[src/rtl/match_controller.sv]
// Round/match sequencer for the two-player fighter, clocked once per video frame.
// Walks IDLE -> INTRO -> FIGHT -> KO -> (INTRO | MATCH_OVER). It owns the round timer,
// the win tally and the last-round result. It gates player logic via fight_enable and
// re-arms both health bars with a one-frame health_reset pulse before every round.
//
// Ports:
//   Clk, Reset_n               frame clock, synchronous active-low reset
//   start                      start button level (edge-detected internally)
//   ryu_health, akuma_health   health bar values, 0 = knocked out
//   state                      0 IDLE, 1 INTRO, 2 FIGHT, 3 KO, 4 MATCH_OVER
//   fight_enable, match_over   decoded from state
//   health_reset               registered pulse during the first INTRO frame
//   round_num, ryu_wins, akuma_wins, timer_sec, round_winner   registered status
module match_controller #(
  parameter int unsigned FRAMES_PER_SEC = 60,
  parameter int unsigned ROUND_TIME_SEC = 99,
  parameter int unsigned INTRO_FRAMES   = 120,
  parameter int unsigned KO_FRAMES      = 180,
  parameter int unsigned ROUNDS_TO_WIN  = 2
) (
  input  logic       Clk,
  input  logic       Reset_n,
  input  logic       start,
  input  logic [7:0] ryu_health,
  input  logic [7:0] akuma_health,
  output logic [2:0] state,
  output logic       fight_enable,
  output logic       health_reset,
  output logic [1:0] round_num,
  output logic [1:0] ryu_wins,
  output logic [1:0] akuma_wins,
  output logic [6:0] timer_sec,
  output logic [1:0] round_winner,
  output logic       match_over
);

  typedef enum logic [2:0] {
    StIdle      = 3'd0,
    StIntro     = 3'd1,
    StFight     = 3'd2,
    StKo        = 3'd3,
    StMatchOver = 3'd4
  } state_e;

  // One shared frame counter serves every timed phase; size it for the longest one.
  localparam int unsigned MaxAb  = (FRAMES_PER_SEC > INTRO_FRAMES) ? FRAMES_PER_SEC
                                                                   : INTRO_FRAMES;
  localparam int unsigned CntMax = (MaxAb > KO_FRAMES) ? MaxAb : KO_FRAMES;
  localparam int unsigned CntW   = (CntMax > 2) ? $clog2(CntMax) : 1;

  localparam logic [CntW-1:0] IntroLast = CntW'(INTRO_FRAMES - 1);
  localparam logic [CntW-1:0] KoLast    = CntW'(KO_FRAMES - 1);
  localparam logic [CntW-1:0] SecLast   = CntW'(FRAMES_PER_SEC - 1);
  localparam logic [6:0]      RoundTime = 7'(ROUND_TIME_SEC);
  localparam logic [1:0]      WinsMax   = 2'(ROUNDS_TO_WIN);

  state_e          state_q, state_d;
  logic [CntW-1:0] cnt_q, cnt_d;
  logic            start_q, start_d;
  logic            health_reset_q, health_reset_d;
  logic [1:0]      round_num_q, round_num_d;
  logic [1:0]      ryu_wins_q, ryu_wins_d;
  logic [1:0]      akuma_wins_q, akuma_wins_d;
  logic [6:0]      timer_q, timer_d;
  logic [1:0]      round_winner_q, round_winner_d;

  logic            start_pulse;
  logic [1:0]      result;  // 00 no end, 01 Ryu, 10 Akuma, 11 draw

  assign start_pulse = start & ~start_q;

  // Round-end evaluation; KO beats time-out, so a KO on the zero-timer frame is a KO.
  always_comb begin
    result = 2'b00;
    if (ryu_health == 8'd0 && akuma_health == 8'd0) begin
      result = 2'b11;
    end else if (ryu_health == 8'd0) begin
      result = 2'b10;
    end else if (akuma_health == 8'd0) begin
      result = 2'b01;
    end else if (timer_q == 7'd0) begin
      if (ryu_health > akuma_health) begin
        result = 2'b01;
      end else if (ryu_health < akuma_health) begin
        result = 2'b10;
      end else begin
        result = 2'b11;
      end
    end
  end

  always_comb begin
    state_d        = state_q;
    cnt_d          = cnt_q;
    start_d        = start;
    health_reset_d = 1'b0;
    round_num_d    = round_num_q;
    ryu_wins_d     = ryu_wins_q;
    akuma_wins_d   = akuma_wins_q;
    timer_d        = timer_q;
    round_winner_d = round_winner_q;

    case (state_q)
      StIdle, StMatchOver: begin
        if (start_pulse) begin
          state_d        = StIntro;
          cnt_d          = '0;
          health_reset_d = 1'b1;
          round_num_d    = 2'd1;
          ryu_wins_d     = 2'd0;
          akuma_wins_d   = 2'd0;
          timer_d        = RoundTime;
          round_winner_d = 2'b00;
        end
      end

      StIntro: begin
        if (cnt_q == IntroLast) begin
          state_d = StFight;
          cnt_d   = '0;
        end else begin
          cnt_d = cnt_q + CntW'(1);
        end
      end

      StFight: begin
        if (result != 2'b00) begin
          state_d        = StKo;
          cnt_d          = '0;
          round_winner_d = result;
          // A draw credits both sides.
          if (result[0] && ryu_wins_q < WinsMax) ryu_wins_d = ryu_wins_q + 2'd1;
          if (result[1] && akuma_wins_q < WinsMax) akuma_wins_d = akuma_wins_q + 2'd1;
        end else if (cnt_q == SecLast) begin
          cnt_d = '0;
          if (timer_q != 7'd0) timer_d = timer_q - 7'd1;
        end else begin
          cnt_d = cnt_q + CntW'(1);
        end
      end

      StKo: begin
        if (cnt_q == KoLast) begin
          cnt_d = '0;
          if (ryu_wins_q == WinsMax || akuma_wins_q == WinsMax) begin
            state_d = StMatchOver;
          end else begin
            state_d        = StIntro;
            health_reset_d = 1'b1;
            timer_d        = RoundTime;
            if (round_num_q != 2'd3) round_num_d = round_num_q + 2'd1;
          end
        end else begin
          cnt_d = cnt_q + CntW'(1);
        end
      end

      default: begin
        state_d = StIdle;
        cnt_d   = '0;
      end
    endcase
  end

  always_ff @(posedge Clk) begin
    if (!Reset_n) begin
      state_q        <= StIdle;
      cnt_q          <= '0;
      start_q        <= 1'b0;
      health_reset_q <= 1'b0;
      round_num_q    <= 2'd0;
      ryu_wins_q     <= 2'd0;
      akuma_wins_q   <= 2'd0;
      timer_q        <= 7'd0;
      round_winner_q <= 2'b00;
    end else begin
      state_q        <= state_d;
      cnt_q          <= cnt_d;
      start_q        <= start_d;
      health_reset_q <= health_reset_d;
      round_num_q    <= round_num_d;
      ryu_wins_q     <= ryu_wins_d;
      akuma_wins_q   <= akuma_wins_d;
      timer_q        <= timer_d;
      round_winner_q <= round_winner_d;
    end
  end

  assign state        = state_q;
  assign fight_enable = (state_q == StFight);
  assign match_over   = (state_q == StMatchOver);
  assign health_reset = health_reset_q;
  assign round_num    = round_num_q;
  assign ryu_wins     = ryu_wins_q;
  assign akuma_wins   = akuma_wins_q;
  assign timer_sec    = timer_q;
  assign round_winner = round_winner_q;

endmodule
[config.mk]
export PLATFORM = sky130hd
export DESIGN_NAME = match_controller
export DESIGN_NICKNAME = d
export VERILOG_FILES = /design/src/rtl/match_controller.sv
export SDC_FILE = /design/constraint.sdc
export NUM_CORES = 1
export LEC_CHECK = 0
export ABC_AREA = 1
export CORE_MARGIN = 5
export CORE_UTILIZATION = 50
export DETAILED_ROUTE_END_ITERATION = 8
export PLACE_DENSITY_LB_ADDON = 0.12
export SETUP_SLACK_MARGIN = 0.05
export SLEW_MARGIN = 20
export SYNTH_ARGS = -nofsm -noshare
export SYNTH_HDL_FRONTEND = slang
export SYNTH_SLANG_ARGS = --single-unit
[constraint.sdc]
create_clock -name Clk -period 5.2 [get_ports Clk]
set_input_delay 0.52 -clock Clk [delete_from_list [all_inputs] [get_ports Clk]]
set_output_delay 0.52 -clock Clk [all_outputs]
set_load 0.05 [all_outputs]
==> out/results.txt <==
Synth Cell Area: 2147 µm²
WP data arrival: 3.32 ns
top cell type by total area after synthesis: dfxtp_1
CTS Sinks: 28
post-synthesis compound-gate area fraction: 8.392%
vias per inst: 5.305
Final Cycle Share: 59.58%
Setup crit start kind: input port
simple-gate share of the synthesized area: 43.59%
register area share after synthesis: 26.11%
#FFs+latches synth: 28
Hold Crit Start: round_winner[1]
drt first-iter violations: 130
FF-to-FF setup slack: 2.49 ns
final wirelength: 4977 µm
GPL Wtd Cong: 0.9091
first-pass GRT wire length: 8597 µm
peak supply drop: 406.5 µV
Core Box Area: 4086 µm²
largest fanout on the critical path: 11
Yosys warnings: 0
CTS tree: yes
# diodes: 0
die width: 75.53 µm
Syn Inst Count: 336
DR WL/cell: 11.77 µm
mux share of post-synthesis cell area: 0%
Rows: 23
leak pwr: 1.235 nW
Post-Syn Nets: 368
Slew HR: 31.39%
H-tree depth: 1
TritonCTS buffer count: 3
RSZ-0062 raised after global routing: no
clk slew on worst S/H paths: 0.09 ns
slew at the pin closest to its max-slew limit: 1.029 ns
max-slew violation count: 0
Initial Util: 52.54%
routed via count: 2244
die area: 5705 µm²
status: finished clean
min cycle time layout: 3.098 ns
total grt overflow: 0
path type of the worst setup path: in -> reg
I/O Pins: 40
ys async rst share: 0%
Final Hold Viols: 0
Max Cap Viol: 0
reg-to-reg endpoint: state[1]
fraction of layout cells with a size suffix above 1: 9.651%
main combinational cell family by area after synthesis: simple AND/OR/NAND/NOR gates
die height: 75.53 µm
Design Power: 1.265 mW
Place WS: 1.865 ns
syn_area_per_cell: 6.390 µm²
FF-to-FF path depth: 11
Post-Synth Adder-Cell Area: 7.576%
Worst setup EP type: flop
vias in the first global route: 2057
Final setup viols: 0
PortBufs: 39
largest net degree at the start of global routing: 21
Max Clk Rate: 322.8 MHz
most numerous cell in the Yosys netlist: nand2_1
hold endpoint: round_winner[1]
initial antenna violation count: 0
most frequent cells after synthesis: 74 x nand2_1, 56 x inv_1, 43 x nor2_1
Final ANT Viol Nets: 0
Critical Path RT: 5.42 ns
Power Density: 483.2 nW/µm²
CTS Buffer Depth: 2
synth top area cells: dfxtp_1 26%, nand2_1 13%, inv_1 9.8%
Hold Buf Count CTS: 0
postcts setup bufs: 0
Post-synth EDFFs: 0
Main synth FF type: dfxtp_1
DRC: 0
nets@finish: 407
Post-Synth XOR/XNOR Area: 2.040%
clock root buffer: clkbuf_8
CTS resizes: 0
clk_lat worst skew: 0.28 ns
fill count: 386
1st-pass router iterations: 4
total track usage: 19.07%
total negative slack: 0 ns
post-synth top area share: 26.11%
Area Overhead vs Synth: 21.91%
smallest setup slack after layout: 2.102 ns
post-DP HPWL: 3853 µm
worst hold path stage count: 2
reg2reg start: timer_sec[0]
Clock Skews: 0.001847 ns
HP Class: reg -> reg
Netlist cell types: 35
logic make-up (layout without fill, tap and decap cells):
group / after synthesis / after routing
AOI/OAI and AO/OA: 31 / 31
xor gates and xnor gates: 5 / 5
adders and majority gates: 13 / 13
buffers and inverters: 68 / 105
DFF: 28 / 28
and+or+nand+nor: 191 / 191
worst max-delay path by stage:
stage,startpoint,to,cells past startpoint
global route,akuma_health[3],ryu_wins[0],15
floorplan,state[1],fight_enable,6
finish,akuma_health[7],state[1],11
CTS,akuma_health[7],state[1],11
global placement,akuma_health[7],ryu_wins[0],12
detailed placement,akuma_health[3],state[1],14
flip-flops by register name (all words and copies together) (netlist names):
signal / cells
health_reset: 1
cnt_q: 8
ryu_wins: 2
start_q: 1
round_num: 2
akuma_wins: 2
timer_sec: 7
round_winner: 2
state: 3
routing by layer:
metal / GRT usage (%) / vias up / wire [µm]
met1: 24.24 / 1002 / 2317
met4: 6.408 / 0 / 75
li1: - / 1156 / -
met5: 0 / - / 0
met3: 2.770 / 9 / 307
met2: 32.98 / 77 / 2276
per-stage QoR:
step | util (%) | area [µm²] | instances | hold slack [ns]
floorplan | - | 2147 | 336 | 0.5605
global placement | 63.04 | 2576 | 420 | 0.4519
detailed placement | 63.04 | 2576 | 420 | 0.4584
CTS | 64.05 | 2618 | 423 | 0.4715
global route | 64.05 | 2618 | 423 | 0.5039
finish | 64.05 | 2618 | 423 | 0.4694
critical path, stage by stage:
cell and delay (ns):
clkdlybuf4s50_1 0.45, inv_1 0.05, ha_1 0.28, a21o_1 0.19, nor2_1 0.09, nand2_1 0.08, a21oi_1 0.80, nand4_2 0.40
nand2_1 0.24, o21ai_1 0.08, a21oi_1 0.14
where the power goes:
| part | switching, mW | total [mW] | internal, mW | leakage, nW |
|---|---|---|---|---|
| logic | 0.558 | 0.824 | 0.267 | 0.984 |
| registers | 0.0504 | 0.320 | 0.269 | 0.229 |
| clock network | 0.0687 | 0.121 | 0.0522 | 0.0216 |
layout by cell type, fill, tap and decap left out, types with 2 or more instances in the layout:
cell,netlist,routed
clkbuf_8,0,3
inv_2,5,5
nor2_2,5,5
a21oi_1,17,17
nor3_1,3,3
nand3_2,2,2
nand4_1,23,23
nand2_1,74,74
ha_1,13,13
nand2_2,5,5
clkdlybuf4s50_1,0,39
nand3_1,22,22
inv_1,56,56
nor2_1,43,43
nor2_4,2,2
dfxtp_1,28,28
nand4_2,2,2
o21ai_0,6,6
nand2_4,2,2
or2_2,4,4
o21ai_1,2,2
xor2_1,4,4
layout make-up:
cell class / instances / area (µm²) / area share (%)
flip-flops and latches: 28 / 560.5 / 21.41
repair buffers: 40 / 397.9 / 15.20
multi-input cells: 240 / 1323 / 50.53
inverters: 62 / 232.7 / 8.891
well taps: 50 / 62.56 / 2.390
clock buffers: 3 / 41.29 / 1.577
No activity file was read; power rests on OpenSTA's default activity.
